==> src/rtl/uart_pkg.sv <==
// uart_pkg: parity modes, serialiser state encoding and baud divider shared by the UART blocks
package uart_pkg;
   localparam int PARITY_NONE = 0;
   localparam int PARITY_ODD  = 1;
   localparam int PARITY_EVEN = 2;
   typedef enum logic [2:0] {S_IDLE, S_START, S_DATA, S_PARITY, S_STOP} uart_state_e;
   function automatic int baud_cnt_max(input int clk_freq, input int bps);
      return clk_freq / bps;
   endfunction
endpackage

==> src/rtl/uart_tx_fifo.sv <==
// uart_tx_fifo: single-clock DEPTH x WIDTH word buffer; clk/rst, i_push/i_pop, i_data in; o_data (head), o_full, o_empty, o_count out
module uart_tx_fifo #(
   parameter int DEPTH = 4,
   parameter int WIDTH = 8
) (
   input  logic                   clk,
   input  logic                   rst,
   input  logic                   i_push,
   input  logic                   i_pop,
   input  logic [WIDTH-1:0]       i_data,
   output logic [WIDTH-1:0]       o_data,
   output logic                   o_full,
   output logic                   o_empty,
   output logic [$clog2(DEPTH):0] o_count
);
   localparam int AW = $clog2(DEPTH);
   logic [WIDTH-1:0] r_mem [DEPTH];
   logic [AW-1:0]    r_wr, r_rd;
   logic [AW:0]      r_count;
   logic             w_push, w_pop;
   // a push while full is dropped even when a pop happens in the same cycle
   assign w_push  = i_push && !o_full;
   assign w_pop   = i_pop && !o_empty;
   assign o_full  = r_count == (AW+1)'(DEPTH);
   assign o_empty = r_count == '0;
   assign o_data  = r_mem[r_rd];
   assign o_count = r_count;
   always_ff @(posedge clk) begin
      if (rst) begin
         r_wr    <= '0;
         r_rd    <= '0;
         r_count <= '0;
      end else begin
         r_wr    <= r_wr + AW'(w_push);
         r_rd    <= r_rd + AW'(w_pop);
         r_count <= r_count + (AW+1)'(w_push) - (AW+1)'(w_pop);
      end
   end
   always_ff @(posedge clk) begin
      if (w_push) r_mem[r_wr] <= i_data;
   end
endmodule

==> src/rtl/uart_tx_param.sv <==
// uart_tx_param: buffered UART transmitter; pi_data/pi_valid/pi_ready word input, tx serial out (idle high), busy and fifo_count status
module uart_tx_param
   import uart_pkg::*;
#(
   parameter int CLK_FREQ    = 50000000,
   parameter int UART_BPS    = 9600,
   parameter int DATA_BITS   = 8,
   parameter int PARITY_MODE = 0,
   parameter int STOP_BITS   = 1,
   parameter int FIFO_DEPTH  = 4
) (
   input  logic                        system_clk,
   input  logic                        system_rst,
   input  logic [DATA_BITS-1:0]        pi_data,
   input  logic                        pi_valid,
   output logic                        pi_ready,
   output logic                        tx,
   output logic                        busy,
   output logic [$clog2(FIFO_DEPTH):0] fifo_count
);
   localparam int BAUD = baud_cnt_max(CLK_FREQ, UART_BPS);
   localparam int BW   = (BAUD < 2) ? 1 : $clog2(BAUD);
   localparam int IW   = $clog2(DATA_BITS);
   if (BAUD < 2 || DATA_BITS < 5 || DATA_BITS > 9 || STOP_BITS < 1 || STOP_BITS > 2 ||
       PARITY_MODE < 0 || PARITY_MODE > 2 || FIFO_DEPTH < 2 || (FIFO_DEPTH & (FIFO_DEPTH - 1)) != 0) begin : g_bad_param
      $error("uart_tx_param: illegal parameter combination");
   end
   uart_state_e          r_state, w_state;
   logic [BW-1:0]        r_baud_cnt, w_baud_cnt;
   logic [IW-1:0]        r_bit_idx, w_bit_idx;
   logic                 r_stop_idx, w_stop_idx;
   logic [DATA_BITS-1:0] r_shift, w_shift, w_head;
   logic                 r_par, w_par, r_tx, w_tx;
   logic                 w_wrap, w_load, w_full, w_empty;
   uart_tx_fifo #(.DEPTH(FIFO_DEPTH), .WIDTH(DATA_BITS)) u_fifo (
      .clk     (system_clk),
      .rst     (system_rst),
      .i_push  (pi_valid),
      .i_pop   (w_load),
      .i_data  (pi_data),
      .o_data  (w_head),
      .o_full  (w_full),
      .o_empty (w_empty),
      .o_count (fifo_count)
   );
   assign pi_ready = !w_full;
   assign tx       = r_tx;
   assign busy     = (r_state != S_IDLE) || !w_empty;
   assign w_wrap   = r_baud_cnt == BW'(BAUD - 1);
   // a new word is taken from idle, or on the last cycle of the final stop bit so frames abut
   assign w_load   = !w_empty && (r_state == S_IDLE ||
                     (r_state == S_STOP && w_wrap && r_stop_idx == 1'(STOP_BITS - 1)));
   always_comb begin
      w_state    = r_state;
      w_bit_idx  = r_bit_idx;
      w_stop_idx = r_stop_idx;
      w_shift    = r_shift;
      w_par      = r_par;
      w_tx       = r_tx;
      w_baud_cnt = (r_state == S_IDLE || w_wrap) ? '0 : r_baud_cnt + 1'b1;
      case (r_state)
         S_START: if (w_wrap) begin
            w_state   = S_DATA;
            w_bit_idx = '0;
            w_tx      = r_shift[0];
            w_shift   = r_shift >> 1;
         end
         S_DATA: if (w_wrap) begin
            if (r_bit_idx == IW'(DATA_BITS - 1)) begin
               w_state    = (PARITY_MODE != PARITY_NONE) ? S_PARITY : S_STOP;
               w_tx       = (PARITY_MODE != PARITY_NONE) ? r_par : 1'b1;
               w_stop_idx = 1'b0;
            end else begin
               w_bit_idx = r_bit_idx + 1'b1;
               w_tx      = r_shift[0];
               w_shift   = r_shift >> 1;
            end
         end
         S_PARITY: if (w_wrap) begin
            w_state    = S_STOP;
            w_tx       = 1'b1;
            w_stop_idx = 1'b0;
         end
         S_STOP: if (w_wrap) begin
            w_state    = (r_stop_idx == 1'(STOP_BITS - 1)) ? S_IDLE : S_STOP;
            w_stop_idx = r_stop_idx + 1'b1;
         end
         default: ;
      endcase
      // parity is captured from the whole word at load since the shift register is consumed bit by bit
      if (w_load) begin
         w_state = S_START;
         w_tx    = 1'b0;
         w_shift = w_head;
         w_par   = (PARITY_MODE == PARITY_EVEN) ? ^w_head : ~^w_head;
      end
   end
   always_ff @(posedge system_clk) begin
      if (system_rst) begin
         r_state    <= S_IDLE;
         r_baud_cnt <= '0;
         r_bit_idx  <= '0;
         r_stop_idx <= 1'b0;
         r_shift    <= '0;
         r_par      <= 1'b0;
         r_tx       <= 1'b1;
      end else begin
         r_state    <= w_state;
         r_baud_cnt <= w_baud_cnt;
         r_bit_idx  <= w_bit_idx;
         r_stop_idx <= w_stop_idx;
         r_shift    <= w_shift;
         r_par      <= w_par;
         r_tx       <= w_tx;
      end
   end
endmodule

==> config.mk <==
export PLATFORM = sky130hd
export DESIGN_NAME = uart_tx_param
export DESIGN_NICKNAME = d
export VERILOG_FILES = /design/src/rtl/uart_pkg.sv /design/src/rtl/uart_tx_fifo.sv /design/src/rtl/uart_tx_param.sv
export SDC_FILE = /design/constraint.sdc
export NUM_CORES = 1
export LEC_CHECK = 0
export CAP_MARGIN = 20
export CORE_ASPECT_RATIO = 0.5
export CORE_MARGIN = 1
export CORE_UTILIZATION = 59
export DETAILED_ROUTE_END_ITERATION = 8
export PLACE_DENSITY = 0.78
export SLEW_MARGIN = 20
export SYNTH_ARGS = -nofsm -noshare
export SYNTH_HDL_FRONTEND = slang
export SYNTH_SLANG_ARGS = --single-unit
==> constraint.sdc <==
create_clock -name system_clk -period 3.3 [get_ports system_clk]
set_input_delay 0.99 -clock system_clk [delete_from_list [all_inputs] [get_ports system_clk]]
set_output_delay 0.99 -clock system_clk [all_outputs]
set_load 0.02 [all_outputs]
==> flow_summary.yaml <==
detailed_routing:
  met3WireLength_um: 321
  drt-initial-drc-count: 242
  drc: 0
  antenna_violating_nets_post_route: 0
  finalWirelength_um: 5370
  initial_drt_pass_iterations: 4
  via_per_inst: 6.01
  met1_wirelength_um: 2490
  wl_met2_um: 2510
  avgRoutedWirePerCell_um: 15.7
  via_count: 2054
  topRoutingLayerUsed: "met4"
cells_and_area:
  multi_input_area_um2: 1180
  area_growth_syn_to_layout_pct: 12.7
  final.fill_count: 340
  stdcell_count: 342
  most-common-layout-cells: "sky130_fd_sc_hd__dfxtp_1, sky130_fd_sc_hd__edfxtp_1, sky130_fd_sc_hd__nor2_1, sky130_fd_sc_hd__o21ai_0, sky130_fd_sc_hd__clkdlybuf4s50_1"
  final_net_count: 288
  final_layout_size_suffix_gt1_share_pct: 13.4
  seq_area_um2: 1680
  mostFrequentLayoutCell: "sky130_fd_sc_hd__dfxtp_1"
  diodes_inserted: 0
  postLayoutCellArea_um2: 3390
critical_path:
  category_of_the_most_critical_setup_path: "reg -> out"
  setup.worst_path.start_class: "flop"
  critical_path.slowest_cell: "sky130_fd_sc_hd__clkdlybuf4s50_1"
  cp_data_required_time_ps: 2310
  crit_chain: "nor3_1 -> nand2_1 -> clkdlybuf4s50_1"
  timing.critical_path.max_delay_family: "buffers and inverters"
  path_buf_inv: 1
  worstPathArrival_ps: 1780
  worstSetupEndpointType: "primary output"
  critical_path.max_fanout: 8
  worst_path_largest_cell_delay_ps: 550
floorplan:
  die_width_um: 103
  design.portCount: 17
  placeableCoreArea_um2: 4640
  die_area_um2: 5400
  chip_height_um: 52.5
  std_cell_rows: 17
  floorplan.initialDensity_pct: 64.8
global_routing:
  grt_first_pass_wirelength_um: 8890
  globalRouteTotalUtil_pct: 23.0
  grt_max_degree: 25
  overflow: 0
  number_of_global_route_vias_before_repair: 1945
  antenna_found_initial: 0
logic_synthesis:
  async_set_reset_flop_share_out_of_synthesis_pct: 0
  number_of_flip_flops_and_latches_in_the_synthesized_netlist: 68
  synth-edff-count: 32
  synth_flop_cell: "sky130_fd_sc_hd__dfxtp_1"
  avgSynthCellArea_um2: 12.1
  synthesis.area_um2: 3010
  yosysSeqAreaShare_pct: 56.0
  yosysWarnings: 0
  syn_inst: 249
  synth_nets: 266
  netlist-cell-type-count: 45
timing:
  setup_tns_ps: 0
  finalHoldViolations: 0
  min_period_ps: 2770
  achievable-frequency_mhz: 361
  final.setup_skew_ps: 7.08
  setup-violations-final: 0
  final_min_period_over_clock_period_pct: 83.8
  maxSlewHeadroom_pct: 54.7
  tightestPinTransition_ps: 679
  drv_slew: 0
  setup_repair_after_global_routing_missed_its_margin: "false"
clock_network:
  postCtsHoldBufs: 0
  cts_resized: 0
  tritoncts: "yes"
  tritoncts.num_buffers: 9
  clk_transition_reported_paths_ps: 70
  setup_fix_buffers_added_after_clock_tree_synthesis: 0
  worstSkewPairLatency_ps: 340
  cts_max_path_buffers: 2
  cts.sink_count: 68
  cts.htree.levels: 3
  clock_tree.root_cell: "sky130_fd_sc_hd__clkbuf_8"
power_and_ir_drop:
  total_power_after_layout_mw: 2.49
  powerDensity_nw_per_um2: 735
  vdd.ir_drop.worst_uv: 384
  p_leak_nw: 1.12
placed_design:
  placed_cell_count: 326
  placement.cell_area_um2: 3190
  place.gp.congestion: 0.785
  hpwl_um: 3530
  port_buffers: 16
run_status:
  outcome: "completed"
worst_hold_path:
  holdCritPathClass: "reg -> reg"
run:
  max-cap-violations: 0
==> worst register-to-register path: stages, from the launching register on <==
cell                       delay, ps
sky130_fd_sc_hd__dfxtp_1         340
sky130_fd_sc_hd__ha_1            250
sky130_fd_sc_hd__and4bb_2        320
sky130_fd_sc_hd__and4_1          250
sky130_fd_sc_hd__o21ai_2         180
sky130_fd_sc_hd__o21ai_0         250
sky130_fd_sc_hd__ha_1            180
sky130_fd_sc_hd__inv_1            50
sky130_fd_sc_hd__fa_1            400
sky130_fd_sc_hd__xor2_1          170
sky130_fd_sc_hd__xnor2_1         130
sky130_fd_sc_hd__nor2_1           50
==> through the flow <==
step / util (%) / setup slack [ps] / hold WS, ps
after floorplan: - / 819 / 413
after global placement: 68.7 / 624 / 423
after detailed placement: 68.7 / 588 / 432
after CTS: 73.0 / 508 / 442
after global routing: 73.0 / 321 / 460
final: 73.0 / 533 / 435
==> cells by family after synthesis <==
logic type | after synthesis | share of synthesized area [%]
buffers and inverters | 19 | 4.66
multiplexers | 10 | 6.70
flip-flops | 68 | 56.0
XOR/XNOR | 10 | 2.91
AO/OA/AOI/OAI | 55 | 12.0
AND/OR/NAND/NOR | 81 | 15.0
adder cells (fa/ha/maj) | 6 | 2.75
==> area by class of cell <==
cell class                 count  share of cell area, %
sequential                    68                   49.7
multi-input combinational    162                   35.0
timing repair buffer          23                   6.28
clock buffer                   9                   3.66
tap                           66                   2.44
clock inverter                 7                   2.22
inverter                       7                  0.776
==> synthesized netlist by cell type (2+ instances only) <==
cell / number / area [µm²]
sky130_fd_sc_hd__a211oi_1: 9 / 67.6
sky130_fd_sc_hd__a21oi_1: 10 / 50.1
sky130_fd_sc_hd__a311oi_1: 7 / 61.3
sky130_fd_sc_hd__and4_1: 4 / 35.0
sky130_fd_sc_hd__buf_2: 2 / 10.0
sky130_fd_sc_hd__buf_6: 2 / 22.5
sky130_fd_sc_hd__clkbuf_1: 2 / 7.51
sky130_fd_sc_hd__clkbuf_8: 5 / 68.8
sky130_fd_sc_hd__dfxtp_1: 36 / 721
sky130_fd_sc_hd__edfxtp_1: 32 / 961
sky130_fd_sc_hd__ha_1: 5 / 62.6
sky130_fd_sc_hd__inv_1: 7 / 26.3
sky130_fd_sc_hd__mux4_2: 8 / 180
sky130_fd_sc_hd__nand2_1: 13 / 48.8
sky130_fd_sc_hd__nand2b_1: 3 / 18.8
sky130_fd_sc_hd__nand3_1: 13 / 65.1
sky130_fd_sc_hd__nand4_1: 9 / 56.3
sky130_fd_sc_hd__nor2_1: 19 / 71.3
sky130_fd_sc_hd__nor2b_1: 3 / 18.8
sky130_fd_sc_hd__nor3_1: 3 / 15.0
sky130_fd_sc_hd__o21a_1: 2 / 15.0
sky130_fd_sc_hd__o21ai_0: 19 / 95.1
sky130_fd_sc_hd__or3_1: 6 / 37.5
sky130_fd_sc_hd__xnor2_1: 4 / 35.0
sky130_fd_sc_hd__xor2_1: 6 / 52.6
==> sequential cells by signal, indices dropped and copies added (netlist names) <==
| name | count |
|---|---|
| r_baud_cnt | 13 |
| u_fifo.r_mem | 32 |
| u_fifo.r_wr | 2 |
| r_shift | 8 |
| r_stop_idx | 1 |
| u_fifo.o_count | 3 |
| r_state | 3 |
| r_bit_idx | 3 |
| u_fifo.r_rd | 2 |
| tx | 1 |
==> final timing paths <==
check | from | to | slack (ps) | cells after the start
worst max-delay path | r_state[0] | busy | 530 | 3
worst min-delay path | r_baud_cnt[0] | r_baud_cnt[0] | 440 | 1
worst max register to register | r_baud_cnt[0] | u_fifo.o_count[2] | 610 | 11
worst min register to register | r_baud_cnt[0] | r_baud_cnt[0] | 440 | 1
==> where the power goes <==
group	total, mW	internal [mW]	switching (mW)	leakage (nW)
logic	0.689	0.326	0.363	0.444
registers	1.13	1.01	0.116	0.587
clock network	0.674	0.352	0.322	0.0923
total	2.49	1.69	0.801	1.12
==> per-layer routing <==
layer,track usage (%),vias to the layer above
li1,-,993
met5,0,-
met3,7.20,6
met4,8.69,0
met1,29.2,998
met2,37.6,57
Power figures use the tool's default switching activity.
